File: src/rtl/instruction_prefetch_queue.sv
// Instruction prefetch queue between fetch and decode.
// Holds fetched words with their PCs and presents the oldest entry to decode
// together with pre-sliced RV32 fields. A flush clears the queue in one cycle.
module instruction_prefetch_queue #(
  parameter int                   DEPTH    = 4,
  parameter int                   INSTR_W  = 32,
  parameter int                   PC_W     = 32,
  parameter logic [INSTR_W-1:0]   NOP_WORD = 32'h0000_0013
) (
  input  logic                       clock,
  input  logic                       reset,
  input  logic                       flush,
  input  logic                       in_valid,
  input  logic [INSTR_W-1:0]         in_instr,
  input  logic [PC_W-1:0]            in_pc,
  output logic                       in_ready,
  output logic                       out_valid,
  input  logic                       out_ready,
  output logic [INSTR_W-1:0]         out_instr,
  output logic [PC_W-1:0]            out_pc,
  output logic [6:0]                 opcode,
  output logic [4:0]                 rd,
  output logic [2:0]                 funct3,
  output logic [4:0]                 rs1,
  output logic [4:0]                 rs2,
  output logic [6:0]                 funct7,
  output logic [$clog2(DEPTH):0]     count
);

  localparam int AW = $clog2(DEPTH);
  localparam int CW = AW + 1;
  localparam logic [CW-1:0] FULL_COUNT = CW'(DEPTH);

  logic [INSTR_W-1:0] instr_mem [DEPTH];
  logic [PC_W-1:0]    pc_mem    [DEPTH];
  logic [AW-1:0]      wr_ptr;
  logic [AW-1:0]      rd_ptr;
  logic [CW-1:0]      count_q;
  logic               wr_en;
  logic               rd_en;

  assign in_ready  = (count_q != FULL_COUNT);
  assign out_valid = (count_q != '0);
  assign count     = count_q;

  // Flush wins over both sides of the handshake.
  assign wr_en = in_valid && in_ready && !flush;
  assign rd_en = out_valid && out_ready && !flush;

  // Storage is only written on accepted words; flush leaves it untouched.
  always_ff @(posedge clock or posedge reset) begin
    if (reset) begin
      for (int i = 0; i < DEPTH; i++) begin
        instr_mem[i] <= '0;
        pc_mem[i]    <= '0;
      end
    end else if (wr_en) begin
      instr_mem[wr_ptr] <= in_instr;
      pc_mem[wr_ptr]    <= in_pc;
    end
  end

  // Pointers wrap naturally at DEPTH; occupancy tracks writes minus reads.
  always_ff @(posedge clock or posedge reset) begin
    if (reset) begin
      wr_ptr  <= '0;
      rd_ptr  <= '0;
      count_q <= '0;
    end else if (flush) begin
      wr_ptr  <= '0;
      rd_ptr  <= '0;
      count_q <= '0;
    end else begin
      if (wr_en) wr_ptr <= wr_ptr + AW'(1);
      if (rd_en) rd_ptr <= rd_ptr + AW'(1);
      case ({wr_en, rd_en})
        2'b10:   count_q <= count_q + CW'(1);
        2'b01:   count_q <= count_q - CW'(1);
        default: count_q <= count_q;
      endcase
    end
  end

  // Head entry is masked when empty, since flushed storage may hold stale words.
  always_comb begin
    out_instr = NOP_WORD;
    out_pc    = '0;
    if (out_valid) begin
      out_instr = instr_mem[rd_ptr];
      out_pc    = pc_mem[rd_ptr];
    end
  end

  assign opcode = out_instr[6:0];
  assign rd     = out_instr[11:7];
  assign funct3 = out_instr[14:12];
  assign rs1    = out_instr[19:15];
  assign rs2    = out_instr[24:20];
  assign funct7 = out_instr[31:25];

endmodule

File: config.mk
export PLATFORM = sky130hd
export DESIGN_NAME = instruction_prefetch_queue
export DESIGN_NICKNAME = d
export VERILOG_FILES = /design/src/rtl/instruction_prefetch_queue.sv
export SDC_FILE = /design/constraint.sdc
export NUM_CORES = 1
export LEC_CHECK = 0
export ABC_AREA = 0
export CORE_UTILIZATION = 45
export CTS_CLUSTER_DIAMETER = 80
export CTS_CLUSTER_SIZE = 28
export DETAILED_ROUTE_END_ITERATION = 8
export DONT_BUFFER_PORTS = 1
export PLACE_DENSITY = 0.67
export SLEW_MARGIN = 5
export SYNTH_ARGS = -nofsm -noshare
export SYNTH_HDL_FRONTEND = slang
export SYNTH_SLANG_ARGS = --single-unit
File: constraint.sdc
create_clock -name clock -period 8.4 [get_ports clock]
set_clock_uncertainty 0.1 [all_clocks]
set_input_delay 0.84 -clock clock [delete_from_list [all_inputs] [get_ports clock]]
set_output_delay 0.84 -clock clock [all_outputs]
set_load 0.03 [all_outputs]
# Word level (Yosys, flattened, before mapping)
# Index checks and enable logic that the tools add are counted.
[word_totals]
register_bits = 263
elab_cells = 51
[classes]
add_sub_neg = 4
n_lt_le_gt_ge = 3
eq_ne = 3
n_mux = 18
n_bitwise = 2
n_reduce_logical = 10
[op_table]
columns = ["op", "n"]
rows = [
  ["bitwise mux 128 bit", 2],
  ["2-to-1 mux 32 bit", 7],
  ["binary-select mux 32 bit (select 2 bit)", 2],
  ["demux 32 bit (select 2 bit)", 1],
  ["2-to-1 mux 2 bit", 4],
  [">= comparator 3 bit (second input constant)", 2],
  ["NOT 2 -> 3 bit", 2],
  ["case mux 3 bit (2 select lines)", 1],
  ["nonzero test 3 bit", 2],
  ["logical AND 1 bit", 5],
  ["adder 2 x 1 -> 2 bit (second input constant)", 2],
  ["nonzero test 2 bit", 2],
  ["adder 3 x 1 -> 3 bit (second input constant)", 1],
  ["less-than comparator 3 x 1 -> 1 bit (second input constant)", 1],
  ["2-to-1 mux 3 bit", 1],
  ["!= test 3 bit (second input constant)", 1],
  ["subtractor 3 x 1 -> 3 bit (second input constant)", 1],
  ["== test 2 x 1 -> 1 bit (second input constant)", 1],
  ["== test 2 bit (second input constant)", 1],
  ["zero test 1 bit", 1],
]

# Longest topological paths before layout
[logic_depth]
ltp_word = 6
depth_mapped = 7
ltp_nobuf = 6

# Worst setup path after synthesis
# No wires, ideal clock.
[synth_path]
kind = "register -> output"
startpoint = "reg rd_ptr[0]"
endpoint = "out out_instr[12]"
t_arrival_ns = 1.926
required_time_ns = 7.460
path_slack_ns = 5.534
stages_incl_launch_ff = 6
n_path_buf = 3
cell_sequence = "dfrtp_1 -> buf_2 -> buf_2 -> mux4_2 -> and2_1 -> buf_4"
[synth_via]
elab_chain_len = 5
[synth_lines]
columns = ["element", "line", "text"]
rows = [
  ["from (decl)", "37", "logic [AW-1:0] rd_ptr;"],
  ["from (signal assigned)", "75", "if (rd_en) rd_ptr <= rd_ptr + AW'(1);"],
  ["NOT 2 -> 3 bit (not written as such)", "89", "out_instr = instr_mem[rd_ptr];"],
  ["binary-select mux 32 bit (select 2 bit)", "89", ""],
  ["2-to-1 mux 32 bit (not written as such) (2 in series)", "89", ""],
  ["2-to-1 mux 32 bit", "88", "if (out_valid) begin"],
  ["to (decl)", "19", "output logic [INSTR_W-1:0] out_instr,"],
]
# Every way passes these cells. The select of a mux whose other input is x is not followed.

# Worst setup path in the final report
[layout_path]
startpoint = "reg rd_ptr[0]"
endpoint = "out out_instr[0]"
# The elaborated chain is that of the path after synthesis.

==> metrics.yaml <==
run_status: "finished clean"
family_with_the_most_delay_on_the_worst_path: "buffers and inverters"
cts_root_buffer: "clkbuf_16"
cts.clk_slew.worst_paths_ns: 0.10
final.fill_count: 2236
grt_antenna_before_repair: 0
worstPathArrival_ns: 3.03
report.power.total_w: 0.00410
power.sequential.fraction_pct: 46.5
drc: 0
final_layout_size_suffix_gt1_share_pct: 50.1
post_cts_resized: 0
vdd.ir_drop.worst_v: 0.000195
endpoint_kind: "output port"
yosysWarningCount: 0
area_of_the_multi_input_gates_sq_um: 5340
worst-slew-pin-transition_ns: 1.07
fp.dieArea_sq_um: 28300
antenna_left: 0
clock_path_buffers: 3
io_buffer_count: 0
crit_cells: 3
synth.yosys.seq_area_share_pct: 52.9
finalSetupViolCount: 0
core-area_sq_um: 27000
tritoncts.num_buffers: 15
dr.first_iter.drc_count: 292
maximum_number_of_pins_on_one_net_before_global_route_repair: 141
critPathLaunchType: "flop"
synth.ff_latch_count: 263
cp_slowest_stage_delay_ns: 0.78
share_of_the_clock_period_used_by_the_worst_path_after_layout_pct: 47.2
syn_area_sq_um: 12400
post-dp-hpwl_um: 15100
setup_tns_ns: 0
finalMaxSlewViolations: 0
cts.repair_timing.setup_buffer_count: 0
power.density_cell_area_nw_per_um2: 316
routability_congestion_estimate: 0.688
post_synth_edffs: 0
final_period_minus_worst_setup_slack_ns: 3.97
worst-r2r-setup-slack_ns: 5.12
post_synth.cell_area_avg_sq_um: 15.9
synthFlopType: "dfrtp_1"
detailroute.via_count: 6246
die_width_um: 168
worst_slew_margin_rel_pct: 28.5
power.clock.fraction_pct: 20.5
grt_first_pass_wirelength_um: 41000
power_frac_comb_pct: 33.1
cts.sink_count: 263
postSynthNetCount: 858
ios: 170
cp_num_buf_inv: 1
finalWirelength_um: 25400
drv.max_cap_violation_count: 0
hold_path.class: "in -> async"
via_per_inst: 5.80
clock_tree.htree_level_count: 1
reg2regPathDepth: 5
grtUsageTotal_pct: 18.4
cpMaxStageDelayCell: "buf_4"
criticalPathCategory: "reg -> out"
num_rows: 60
die_boundary_height_um: 168
p_sw_share_pct: 34.0
power.static_leakage_nw: 5.64
postSynth.asyncResetShare_pct: 100
yosysUniqueCellTypes: 38
area_growth_pct: 4.16
grt_setup_unrepaired: "no"
cell_count_after_synthesis: 784
internal-power_w: 0.00271
timing.fmax_mhz: 252
design.final.nets: 801
timing_hold_violations_final: 0
first_global_vias: 7392
initial_core_util_pct: 46.0
path_cells: "buf_4 > mux4_2 > or2_2"
tritoncts: "done"
cp.required_ns: 7.46
switching_power_w: 0.00139
post_drt_wl_per_cell_um: 23.6
clk_latency_ns: 0.49
regArea_sq_um: 6590
global_route_overflow: 0
crit_path_max_fanout: 42
hold_buffers: 0
first_pass_iters: 4
diodes: 0
synth_stat cells (2+ instances only):
master	number	share of area, %
nor3_1	2	0.080
ha_1	4	0.40
nand2_1	2	0.060
a21oi_1	4	0.16
or2_2	3	0.15
or4_1	2	0.12
and2_1	61	3.1
buf_6	7	0.63
nor2_1	4	0.12
mux4_2	64	12
nand3_1	4	0.16
mux2_4	60	7.2
clkbuf_1	9	0.27
dfrtp_1	263	53
buf_2	34	1.4
xor2_1	2	0.14
nand3_2	3	0.24
nor2b_1	3	0.15
buf_4	32	1.9
o221ai_1	2	0.14
inv_1	5	0.15
o21ai_0	2	0.080
mux2_2	197	18
power groups by stage:
stage               logic, W  clock network, W  registers [W]
floorplan            0.00131                 0        0.00182
global placement     0.00133                 0        0.00188
detailed placement   0.00138                 0        0.00193
CTS                  0.00138          0.000874        0.00191
global route         0.00145          0.000916        0.00196
finish               0.00136          0.000840        0.00190
per-stage QoR:
| stage | worst slack, ns | std cells | instance area, sq um | utilization, % | hold slack, ns |
|---|---|---|---|---|---|
| 2_1_floorplan | 0.220 | 784 | 12400 | - | 0.374 |
| 3_5_place_dp | 4.83 | 1051 | 12500 | 46.1 | 0.388 |
| 6_report | 4.43 | 1076 | 13000 | 47.9 | 0.290 |
| 3_3_place_gp | 4.86 | 1051 | 12500 | 46.1 | 0.381 |
| 4_1_cts | 4.33 | 1076 | 13000 | 47.9 | 0.268 |
| 5_1_grt | 4.25 | 1076 | 13000 | 47.9 | 0.269 |
cells in the final DEF, fill, tap and decap left out, types with 2 or more instances in the layout:
cell       synthesis  routed
a21oi_1            4       4
and2_1            61      61
buf_4             32       9
clkbuf_16          0      15
clkinv_8           0       2
dfrtp_1          263     261
dfrtp_4            0       2
ha_1               4       4
inv_1              5       3
inv_2              1       2
inv_6              0       2
inv_8              0       2
mux2_2           197     197
mux2_4            60      60
mux4_2            64      64
nand2_1            2       2
nand3_1            4       4
nand3_4            0       3
nor2_1             4       4
nor2b_1            3       3
nor3_1             2       2
o21ai_0            2       2
o221ai_1           2       2
or2_2              3       3
or4_1              2       2
xor2_1             2       2
state kept, by name, indices dropped and copies added (netlist names):
name	flops
count	3
instr_mem	128
pc_mem	128
rd_ptr	2
wr_ptr	2
worst paths after layout:
path / start / end
max: rd_ptr[0] / out_instr[0]
max in group asynchronous: reset / instr_mem[120]
min reg2reg: pc_mem[34] / pc_mem[34]
max reg2reg: count[1] / pc_mem[68]
min in group clock: flush / rd_ptr[1]
min: reset / pc_mem[22]
worst reg2reg max path: cells and delay by family, from the launching register on:
| kind | cells | cell delay [ns] |
|---|---|---|
| flip-flops | 1 | 0.76 |
| multiplexers | 1 | 0.44 |
| buffers and inverters | 2 | 1.09 |
| AND/OR/NAND/NOR | 2 | 0.79 |
routing by layer:
metal	wire, um	GRT usage, %
met1	10700	23.2
met2	12800	32.1
met4	321	3.79
met5	0	0
met3	1470	4.61
cell families after synthesis:
group | after synthesis | share of synthesized area [%]
compound gates | 15 | 0.825
flops | 263 | 52.9
simple gates | 88 | 4.43
xor+xnor | 3 | 0.211
fa+ha+maj | 5 | 0.563
mux | 321 | 36.7
buf+inv | 89 | 4.42
layout make-up:
type / count / share of cell area (%)
flip-flops and latches: 263 / 50.8
multi-input cells: 432 / 41.2
well taps: 341 / 3.29
clock buffers: 17 / 3.03
clock inverters: 8 / 0.888
repair buffers: 9 / 0.521
inverters: 6 / 0.232
Note: power is estimated with default switching activity, not from simulation.
